--- src/rtl/alu_issue_arbiter_if.sv ---
// Bundle of signals between the issue-stage fabric and the ALU issue arbiter.
// The arbiter side also exposes its internal pointer and mask for observation.
interface alu_issue_arbiter_if #(
    parameter int WF_PER_CU    = 40,
    parameter int WF_ID_LENGTH = 6
);
    logic [WF_PER_CU-1:0]    valid_entry_out;
    logic [WF_PER_CU-1:0]    alu_ready_mask;
    logic                    alu_ready;
    logic                    f_salu_branch_en;
    logic                    f_salu_branch_taken;
    logic [WF_ID_LENGTH-1:0] f_salu_branch_wfid;
    logic                    alu_valid;
    logic [WF_ID_LENGTH-1:0] alu_wfid;
    logic [WF_ID_LENGTH-1:0] rr_ptr;
    logic [WF_PER_CU-1:0]    last_issued;

    modport master (
        output valid_entry_out, alu_ready_mask, alu_ready,
               f_salu_branch_en, f_salu_branch_taken, f_salu_branch_wfid,
        input  alu_valid, alu_wfid, rr_ptr, last_issued
    );

    modport slave (
        input  valid_entry_out, alu_ready_mask, alu_ready,
               f_salu_branch_en, f_salu_branch_taken, f_salu_branch_wfid,
        output alu_valid, alu_wfid, rr_ptr, last_issued
    );
endinterface

--- src/rtl/alu_issue_arbiter.sv ---
// Round-robin ALU issue arbiter: picks one ready wavefront per cycle, masks the
// previous winner and any wavefront being flushed by a taken SALU branch.
module alu_issue_arbiter #(
    parameter int WF_PER_CU    = 40,
    parameter int WF_ID_LENGTH = 6
) (
    input logic clk,
    input logic rst,
    alu_issue_arbiter_if.slave bus
);
    // Handshake: alu_ready sampled in cycle t means the ALU accepts an issue
    // presented in t+1; alu_valid/alu_wfid are registered and valid for exactly
    // that one cycle, with no stall once presented.

    logic [WF_ID_LENGTH-1:0] rr_q;
    logic [WF_PER_CU-1:0]    last_q;
    logic                    valid_q;
    logic [WF_ID_LENGTH-1:0] wfid_q;

    logic [WF_PER_CU-1:0]    flush;
    logic [WF_PER_CU-1:0]    cand;
    logic                    found;
    logic [WF_ID_LENGTH-1:0] winner;
    logic [WF_ID_LENGTH:0]   idx;
    logic                    grant;
    logic [WF_ID_LENGTH-1:0] rr_next;
    logic                    branch_kill;

    assign branch_kill = bus.f_salu_branch_en & bus.f_salu_branch_taken;

    // Out-of-range branch IDs match no slot, so the mask stays empty.
    always_comb begin
        flush = '0;
        for (int i = 0; i < WF_PER_CU; i++) begin
            flush[i] = branch_kill && (bus.f_salu_branch_wfid == WF_ID_LENGTH'(i));
        end
    end

    assign cand = bus.valid_entry_out & bus.alu_ready_mask & ~last_q & ~flush;

    always_comb begin
        found  = 1'b0;
        winner = '0;
        idx    = '0;
        for (int k = 0; k < WF_PER_CU; k++) begin
            idx = {1'b0, rr_q} + (WF_ID_LENGTH+1)'(k);
            if (idx >= (WF_ID_LENGTH+1)'(WF_PER_CU)) begin
                idx = idx - (WF_ID_LENGTH+1)'(WF_PER_CU);
            end
            if (!found && cand[idx[WF_ID_LENGTH-1:0]]) begin
                found  = 1'b1;
                winner = idx[WF_ID_LENGTH-1:0];
            end
        end
    end

    assign grant   = bus.alu_ready & found;
    assign rr_next = (winner == WF_ID_LENGTH'(WF_PER_CU-1)) ? '0 : winner + 1'b1;

    always_ff @(posedge clk) begin
        if (rst) begin
            rr_q    <= '0;
            last_q  <= '0;
            valid_q <= 1'b0;
            wfid_q  <= '0;
        end else if (grant) begin
            rr_q    <= rr_next;
            last_q  <= {{(WF_PER_CU-1){1'b0}}, 1'b1} << winner;
            valid_q <= 1'b1;
            wfid_q  <= winner;
        end else begin
            last_q  <= '0;
            valid_q <= 1'b0;
        end
    end

    assign bus.alu_valid   = valid_q;
    assign bus.alu_wfid    = wfid_q;
    assign bus.rr_ptr      = rr_q;
    assign bus.last_issued = last_q;
endmodule

--- src/flat_wrapper.sv ---
// flat-port wrapper written by rule: the top's interface ports become plain ports
module alu_issue_arbiter_flat 
#(
    parameter int WF_PER_CU    = 40,
    parameter int WF_ID_LENGTH = 6
)
  (clk, rst, bus_valid_entry_out, bus_alu_ready_mask, bus_alu_ready, bus_f_salu_branch_en, bus_f_salu_branch_taken, bus_f_salu_branch_wfid, bus_alu_valid, bus_alu_wfid, bus_rr_ptr, bus_last_issued);
  alu_issue_arbiter_if #(.WF_PER_CU(WF_PER_CU), .WF_ID_LENGTH(WF_ID_LENGTH)) bus_i ();
  input logic clk;
  input logic rst;
  input wire logic [$bits(bus_i.valid_entry_out)-1:0] bus_valid_entry_out;
  input wire logic [$bits(bus_i.alu_ready_mask)-1:0] bus_alu_ready_mask;
  input wire logic [$bits(bus_i.alu_ready)-1:0] bus_alu_ready;
  input wire logic [$bits(bus_i.f_salu_branch_en)-1:0] bus_f_salu_branch_en;
  input wire logic [$bits(bus_i.f_salu_branch_taken)-1:0] bus_f_salu_branch_taken;
  input wire logic [$bits(bus_i.f_salu_branch_wfid)-1:0] bus_f_salu_branch_wfid;
  output wire logic [$bits(bus_i.alu_valid)-1:0] bus_alu_valid;
  output wire logic [$bits(bus_i.alu_wfid)-1:0] bus_alu_wfid;
  output wire logic [$bits(bus_i.rr_ptr)-1:0] bus_rr_ptr;
  output wire logic [$bits(bus_i.last_issued)-1:0] bus_last_issued;
  assign bus_i.valid_entry_out = bus_valid_entry_out;
  assign bus_i.alu_ready_mask = bus_alu_ready_mask;
  assign bus_i.alu_ready = bus_alu_ready;
  assign bus_i.f_salu_branch_en = bus_f_salu_branch_en;
  assign bus_i.f_salu_branch_taken = bus_f_salu_branch_taken;
  assign bus_i.f_salu_branch_wfid = bus_f_salu_branch_wfid;
  assign bus_alu_valid = bus_i.alu_valid;
  assign bus_alu_wfid = bus_i.alu_wfid;
  assign bus_rr_ptr = bus_i.rr_ptr;
  assign bus_last_issued = bus_i.last_issued;
  alu_issue_arbiter #(.WF_PER_CU(WF_PER_CU), .WF_ID_LENGTH(WF_ID_LENGTH)) u_core (.clk(clk), .rst(rst), .bus(bus_i));
endmodule
--- config.mk ---
export PLATFORM = sky130hd
export DESIGN_NAME = alu_issue_arbiter_flat
export DESIGN_NICKNAME = d
export VERILOG_FILES = /design/src/rtl/alu_issue_arbiter_if.sv /design/src/rtl/alu_issue_arbiter.sv /design/src/flat_wrapper.sv
export SDC_FILE = /design/constraint.sdc
export NUM_CORES = 1
export LEC_CHECK = 0
export CAP_MARGIN = 20
export CORE_MARGIN = 2
export CORE_UTILIZATION = 55
export DETAILED_ROUTE_END_ITERATION = 6
export PLACE_DENSITY = 0.88
export SKIP_LAST_GASP = 1
export SLEW_MARGIN = 20
export SYNTH_ARGS = -nofsm -noshare
export SYNTH_HDL_FRONTEND = slang
export SYNTH_SLANG_ARGS = --single-unit
--- constraint.sdc ---
create_clock -name clk -period 6.9 [get_ports clk]
set_input_delay 2.07 -clock clk [delete_from_list [all_inputs] [get_ports clk]]
set_output_delay 2.07 -clock clk [all_outputs]
set_load 0.02 [all_outputs]
==> results.json, run 1 <==
{
  "grt_max_degree": 63,
  "rows": 62,
  "ys.flop_type": "dfxtp_1",
  "die_x_um": 174,
  "synth-edff-count": 0,
  "netlist_area_um2": 15900,
  "stop_error": "[ERROR GRT-0116] Global routing finished with congestion. Check the congestion regions in the DRC Viewer.",
  "placed_area_um2": 20600,
  "failed_stage": "global routing (5_1_grt)",
  "syn_inst": 2167,
  "outcome": "stopped before the end",
  "cts.sinks": 53,
  "ys_warn_count": 0,
  "ys_async_sr_fraction_pct": 0,
  "clockRootBuffer": "clkbuf_16",
  "track_usage_pct": 71.8,
  "pre_cts_ws_ns": -1.39,
  "ios": 144,
  "clock_path_buffers": 2,
  "overflow": 164,
  "synth_seq_cells": 53,
  "dp.cells": 3001,
  "grt_pass1_vias": 26900,
  "dpl.hpwl_um": 65800,
  "die_h_um": 174,
  "grt_pass1_wl_um": 169000,
  "synth_nets": 2329,
  "initial_core_util_pct": 55.7,
  "synth.distinct_cells": 129,
  "seq_area_frac_synth_pct": 6.68,
  "place.gp.congestion": 1.42,
  "port_buffers": 143,
  "cts_made_buffers": 5,
  "avgSynthCellArea_um2": 7.33,
  "holdBufCountCts": 0,
  "h-tree-depth": 2
}
==> what timing repair did <==
| action | CTS |
|---|---|
| endpoints found under the setup margin | 52 |
| resized for setup | 194 |
| buffers inserted | 43 |
| pin swaps | 62 |
| endpoints found under the hold margin | 0 |
| cloned | 5 |
==> per-layer routing <==
| metal | overflow | GRT usage, % |
|---|---|---|
| met2 | 108 | 87.7 |
| met3 | 2 | 57.9 |
| met4 | 52 | 73.6 |
| met5 | 0 | 34.0 |
| met1 | 2 | 70.0 |
==> synthesized netlist by cell type (11+ instances only) <==
cell type / count / area share, %
mux2i_1: 79 / 5.0
buf_4: 16 / 0.76
or2_2: 23 / 0.91
mux2_2: 27 / 1.9
a21oi_1: 151 / 4.8
ha_1: 70 / 5.5
nor3_1: 120 / 3.8
a211oi_1: 99 / 4.7
dfxtp_1: 53 / 6.7
nand2_1: 169 / 4.0
and2_1: 41 / 1.6
buf_6: 16 / 1.1
buf_2: 37 / 1.2
nand3_1: 46 / 1.4
and3_1: 34 / 1.3
a21o_1: 42 / 2.0
clkbuf_1: 56 / 1.3
nand4b_1: 13 / 0.72
or3_1: 15 / 0.59
inv_1: 67 / 1.6
a31oi_1: 31 / 1.2
mux4_2: 36 / 5.1
o21ai_0: 86 / 2.7
a211o_1: 23 / 1.3
nand4_1: 19 / 0.75
o21ai_1: 11 / 0.35
o21a_1: 14 / 0.66
nor4b_1: 12 / 0.66
nand3b_1: 41 / 1.9
o22ai_1: 18 / 0.71
a21boi_0: 16 / 0.76
o211ai_1: 40 / 1.9
a2111oi_0: 13 / 0.72
xnor2_1: 64 / 3.5
nor2b_1: 34 / 1.3
nand2b_1: 33 / 1.3
nor3b_1: 12 / 0.57
nor2_1: 137 / 3.2
nor4_1: 39 / 1.5
==> cell families after synthesis <==
family / Yosys count / share of synthesized area (%)
muxes: 143 / 12.1
AOI/OAI and AO/OA: 722 / 32.2
buffers and inverters: 213 / 6.48
xor gates and xnor gates: 79 / 4.69
and+or+nand+nor: 886 / 32.3
adders and majority gates: 71 / 5.64
DFF: 53 / 6.68
==> stage by stage <==
stage / util [%] / hold WS (ns)
2_1_floorplan: - / 0.535
3_3_place_gp: 72.2 / 0.461
3_5_place_dp: 72.2 / 0.480
4_1_cts: 76.6 / 0.496
==> inputs of run 2 (changes only) <==
--- a/config.mk
+++ b/config.mk
@@ -7,9 +7,9 @@
 export LEC_CHECK = 0
 export CAP_MARGIN = 20
 export CORE_MARGIN = 2
-export CORE_UTILIZATION = 55
+export CORE_UTILIZATION = 40
 export DETAILED_ROUTE_END_ITERATION = 6
-export PLACE_DENSITY = 0.88
+export PLACE_DENSITY_LB_ADDON = 0.15
 export SKIP_LAST_GASP = 1
 export SLEW_MARGIN = 20
 export SYNTH_ARGS = -nofsm -noshare
==> constraint.sdc (replaced) <==
create_clock -name clk -period 9 [get_ports clk]
set_input_delay 2.7 -clock clk [delete_from_list [all_inputs] [get_ports clk]]
set_output_delay 2.7 -clock clk [all_outputs]
set_load 0.02 [all_outputs]
==> results.json, run 2 <==
{
  "outcome": "finished clean",
  "hold_class": "reg -> reg",
  "ys.flop_type": "dfxtp_1",
  "hold_depth": 2,
  "largest_register_ffs": 40,
  "ys_warn_count": 0,
  "synth_nets": 2329,
  "cts_made_buffers": 5,
  "fillerInstances": 3928,
  "seq_area_frac_synth_pct": 6.68,
  "period_share_pct": 97.3,
  "hold_end": "u_core.bus.alu_wfid[5]$_SDFFE_PP0N_",
  "h-tree-depth": 2,
  "initial_core_util_pct": 40.3,
  "dp.cells": 3011,
  "reg2reg_from": "u_core.bus.rr_ptr[2]$_SDFFE_PP0N_",
  "crit_chain": "clkdlybuf4s50_1 -> buf_12 -> and4bb_1 -> a211oi_1 -> or2_1 -> mux4_2 -> a221oi_2 -> o21ai_2 -> nor3b_4 -> and3_1 -> buf_4 -> buf_4 -> and4_1 -> a2111oi_0 -> a211oi_1 -> a21oi_1 -> buf_4 -> nor4_2 -> nor2_2 -> ha_1 -> buf_4 -> ha_1 -> and2_1",
  "holdCritStartpoint": "u_core.bus.alu_wfid[5]$_SDFFE_PP0N_",
  "rows": 73,
  "worst-r2r-setup-slack_ns": 1.16,
  "antenna_left": 0,
  "core_area_um2": 39500,
  "syn_inst": 2167,
  "cts_setup_buffers": 0,
  "cts_tree": "yes",
  "grt_max_degree": 60,
  "cp.required_ns": 9.18,
  "dpl.hpwl_um": 76100,
  "synth.area.top_cells": "dfxtp_1 (6.7%), ha_1 (5.5%), mux4_2 (5.1%)",
  "drv_cap": 0,
  "crit_top_cell": "buf_4",
  "drc": 0,
  "rsz0062_at_grt": "yes",
  "die_x_um": 203,
  "grt_pass1_wl_um": 131000,
  "path_clk_slew_ns": 0.07,
  "netlist_area_um2": 15900,
  "yosys.area_share.simple_pct": 32.3,
  "first_iter_violations": 2933,
  "fin_cells": 3020,
  "grt_pass1_vias": 19300,
  "synth_top_family_by_area": "simple AND/OR/NAND/NOR gates",
  "path_max_fanout": 12,
  "max_clock_freq_ghz": 0.114,
  "period_needed_ns": 8.75,
  "routedWlPerCell_um": 30.5,
  "whs_ns": 0.466,
  "overflow": 0,
  "die_h_um": 203,
  "synth-xor-area-share_pct": 4.69,
  "worst_pin_slew_ns": 1.16,
  "fin_util_pct": 50.8,
  "ys_async_sr_fraction_pct": 0,
  "synth.distinct_cells": 129,
  "critPathArrivalTime_ns": 8.94,
  "yosysTopAreaCellShare_pct": 6.68,
  "criticalPathCategory": "in -> reg",
  "port_buffers": 143,
  "layout_common_cells": "buf_4 (293), nand2_1 (169), a21oi_1 (151)",
  "yosys.area.top_type": "dfxtp_1",
  "r2r-end": "u_core.bus.last_issued[7]$_SDFF_PP0_",
  "grt_antenna_before_repair": 4,
  "cp-start-kind": "input pin",
  "synth-compound-area-share_pct": 32.2,
  "cp-end-kind": "flop",
  "cts.sinks": 53,
  "finClkSkew_ns": 0.00932,
  "critical_path.max_stage_delay_ns": 0.61,
  "track_usage_pct": 43.2,
  "area.growth.synth_to_final_pct": 26.1,
  "tns_ns": 0,
  "holdBufCountCts": 0,
  "drive_gt1_share_pct": 20.0,
  "first_pass_iters": 6,
  "synth-edff-count": 0,
  "synth_seq_cells": 53,
  "synth_common_cells": "nand2_1 (169), a21oi_1 (151), nor2_1 (137)",
  "hold_violations": 0,
  "clock_path_buffers": 2,
  "avgSynthCellArea_um2": 7.33,
  "yosysMostFrequentCell": "nand2_1",
  "synthAdderAreaFrac_pct": 5.64,
  "fp.dieArea_um2": 41300,
  "clockRootBuffer": "clkbuf_16",
  "slew_headroom_pct": 22.2,
  "wl_um": 92100,
  "crit_slowest_cell": "mux4_2",
  "ios": 144,
  "layout_commonest_cell": "buf_4",
  "place.gp.congestion": 1.14,
  "vias_per_cell": 6.81,
  "yosys-mux-area-fraction_pct": 12.1,
  "via_count": 20600,
  "clkLatencyLatePin_ns": 0.30,
  "worstRegToRegCells": 27,
  "drv_slew": 0,
  "nNetsFinal": 2655,
  "setup_viol": 0
}
-- run 2: worst max-delay path by stage --
stage               cells after the start                       from  slack (ns)                                     to
global route                           24  bus_f_salu_branch_wfid[2]       0.004      u_core.bus.rr_ptr[2]$_SDFFE_PP0N_
global placement                       24  bus_f_salu_branch_wfid[5]       -0.33  u_core.bus.last_issued[39]$_SDFF_PP0_
detailed placement                     24  bus_f_salu_branch_wfid[5]       -0.44  u_core.bus.last_issued[15]$_SDFF_PP0_
finish                                 23  bus_f_salu_branch_wfid[0]        0.25   u_core.bus.last_issued[7]$_SDFF_PP0_
floorplan                              22  bus_f_salu_branch_wfid[2]        1.31      u_core.bus.rr_ptr[4]$_SDFFE_PP0N_
CTS                                    23  bus_f_salu_branch_wfid[0]         0.1  u_core.bus.last_issued[15]$_SDFF_PP0_
-- run 2: routing by layer --
metal	vias to the layer above	wire, µm	GRT usage [%]
met4	2	6290	24.4
li1	9093	-	-
met5	-	10	0
met2	1334	40400	69.2
met1	9847	35800	53.5
met3	300	9640	9.54
-- run 2: critical path: cells and delay by family --
family / cells / cell delay, ns
simple gates: 8 / 2.45
fa+ha+maj: 2 / 0.54
compound gates: 6 / 1.39
buf+inv: 6 / 1.23
mux: 1 / 0.61
-- run 2: final cells by class --
| cell class | count | area, µm² | share of cell area [%] |
|---|---|---|---|
| clock inverters | 2 | 38.8 | 0.194 |
| flip-flops and latches | 53 | 1070 | 5.33 |
| repair buffers | 453 | 3970 | 19.8 |
| clock buffers | 6 | 129 | 0.643 |
| well taps | 525 | 657 | 3.28 |
| diodes | 1 | 2.50 | 0.0125 |
| multi-input cells | 1901 | 13900 | 69.2 |
| inverters | 79 | 299 | 1.49 |
-- run 2: stage by stage --
step           instance area, µm²  setup WS [ns]
2_1_floorplan               15900           1.31
3_3_place_gp                19800         -0.326
3_5_place_dp                19800         -0.439
4_1_cts                     20000         0.0981
5_1_grt                     20000        0.00356
6_report                    20000          0.247
-- run 2: timing repair --
item                       in CTS  in global routing
cloned                          0                  0
pin swaps                       0                  0
setup endpoints to repair      17                 46
gates resized for setup         2                  9
hold endpoints to repair        0                  0
-- run 2: cells by family after synthesis --
group	after synthesis
compound gates	722
buf+inv	213
xor+xnor	79
fa+ha+maj	71
simple gates	886
mux	143
flops	53
Power of run 2 is not shown: default switching activity piles up to over one toggle a cycle in this logic, so the estimate is an artifact.
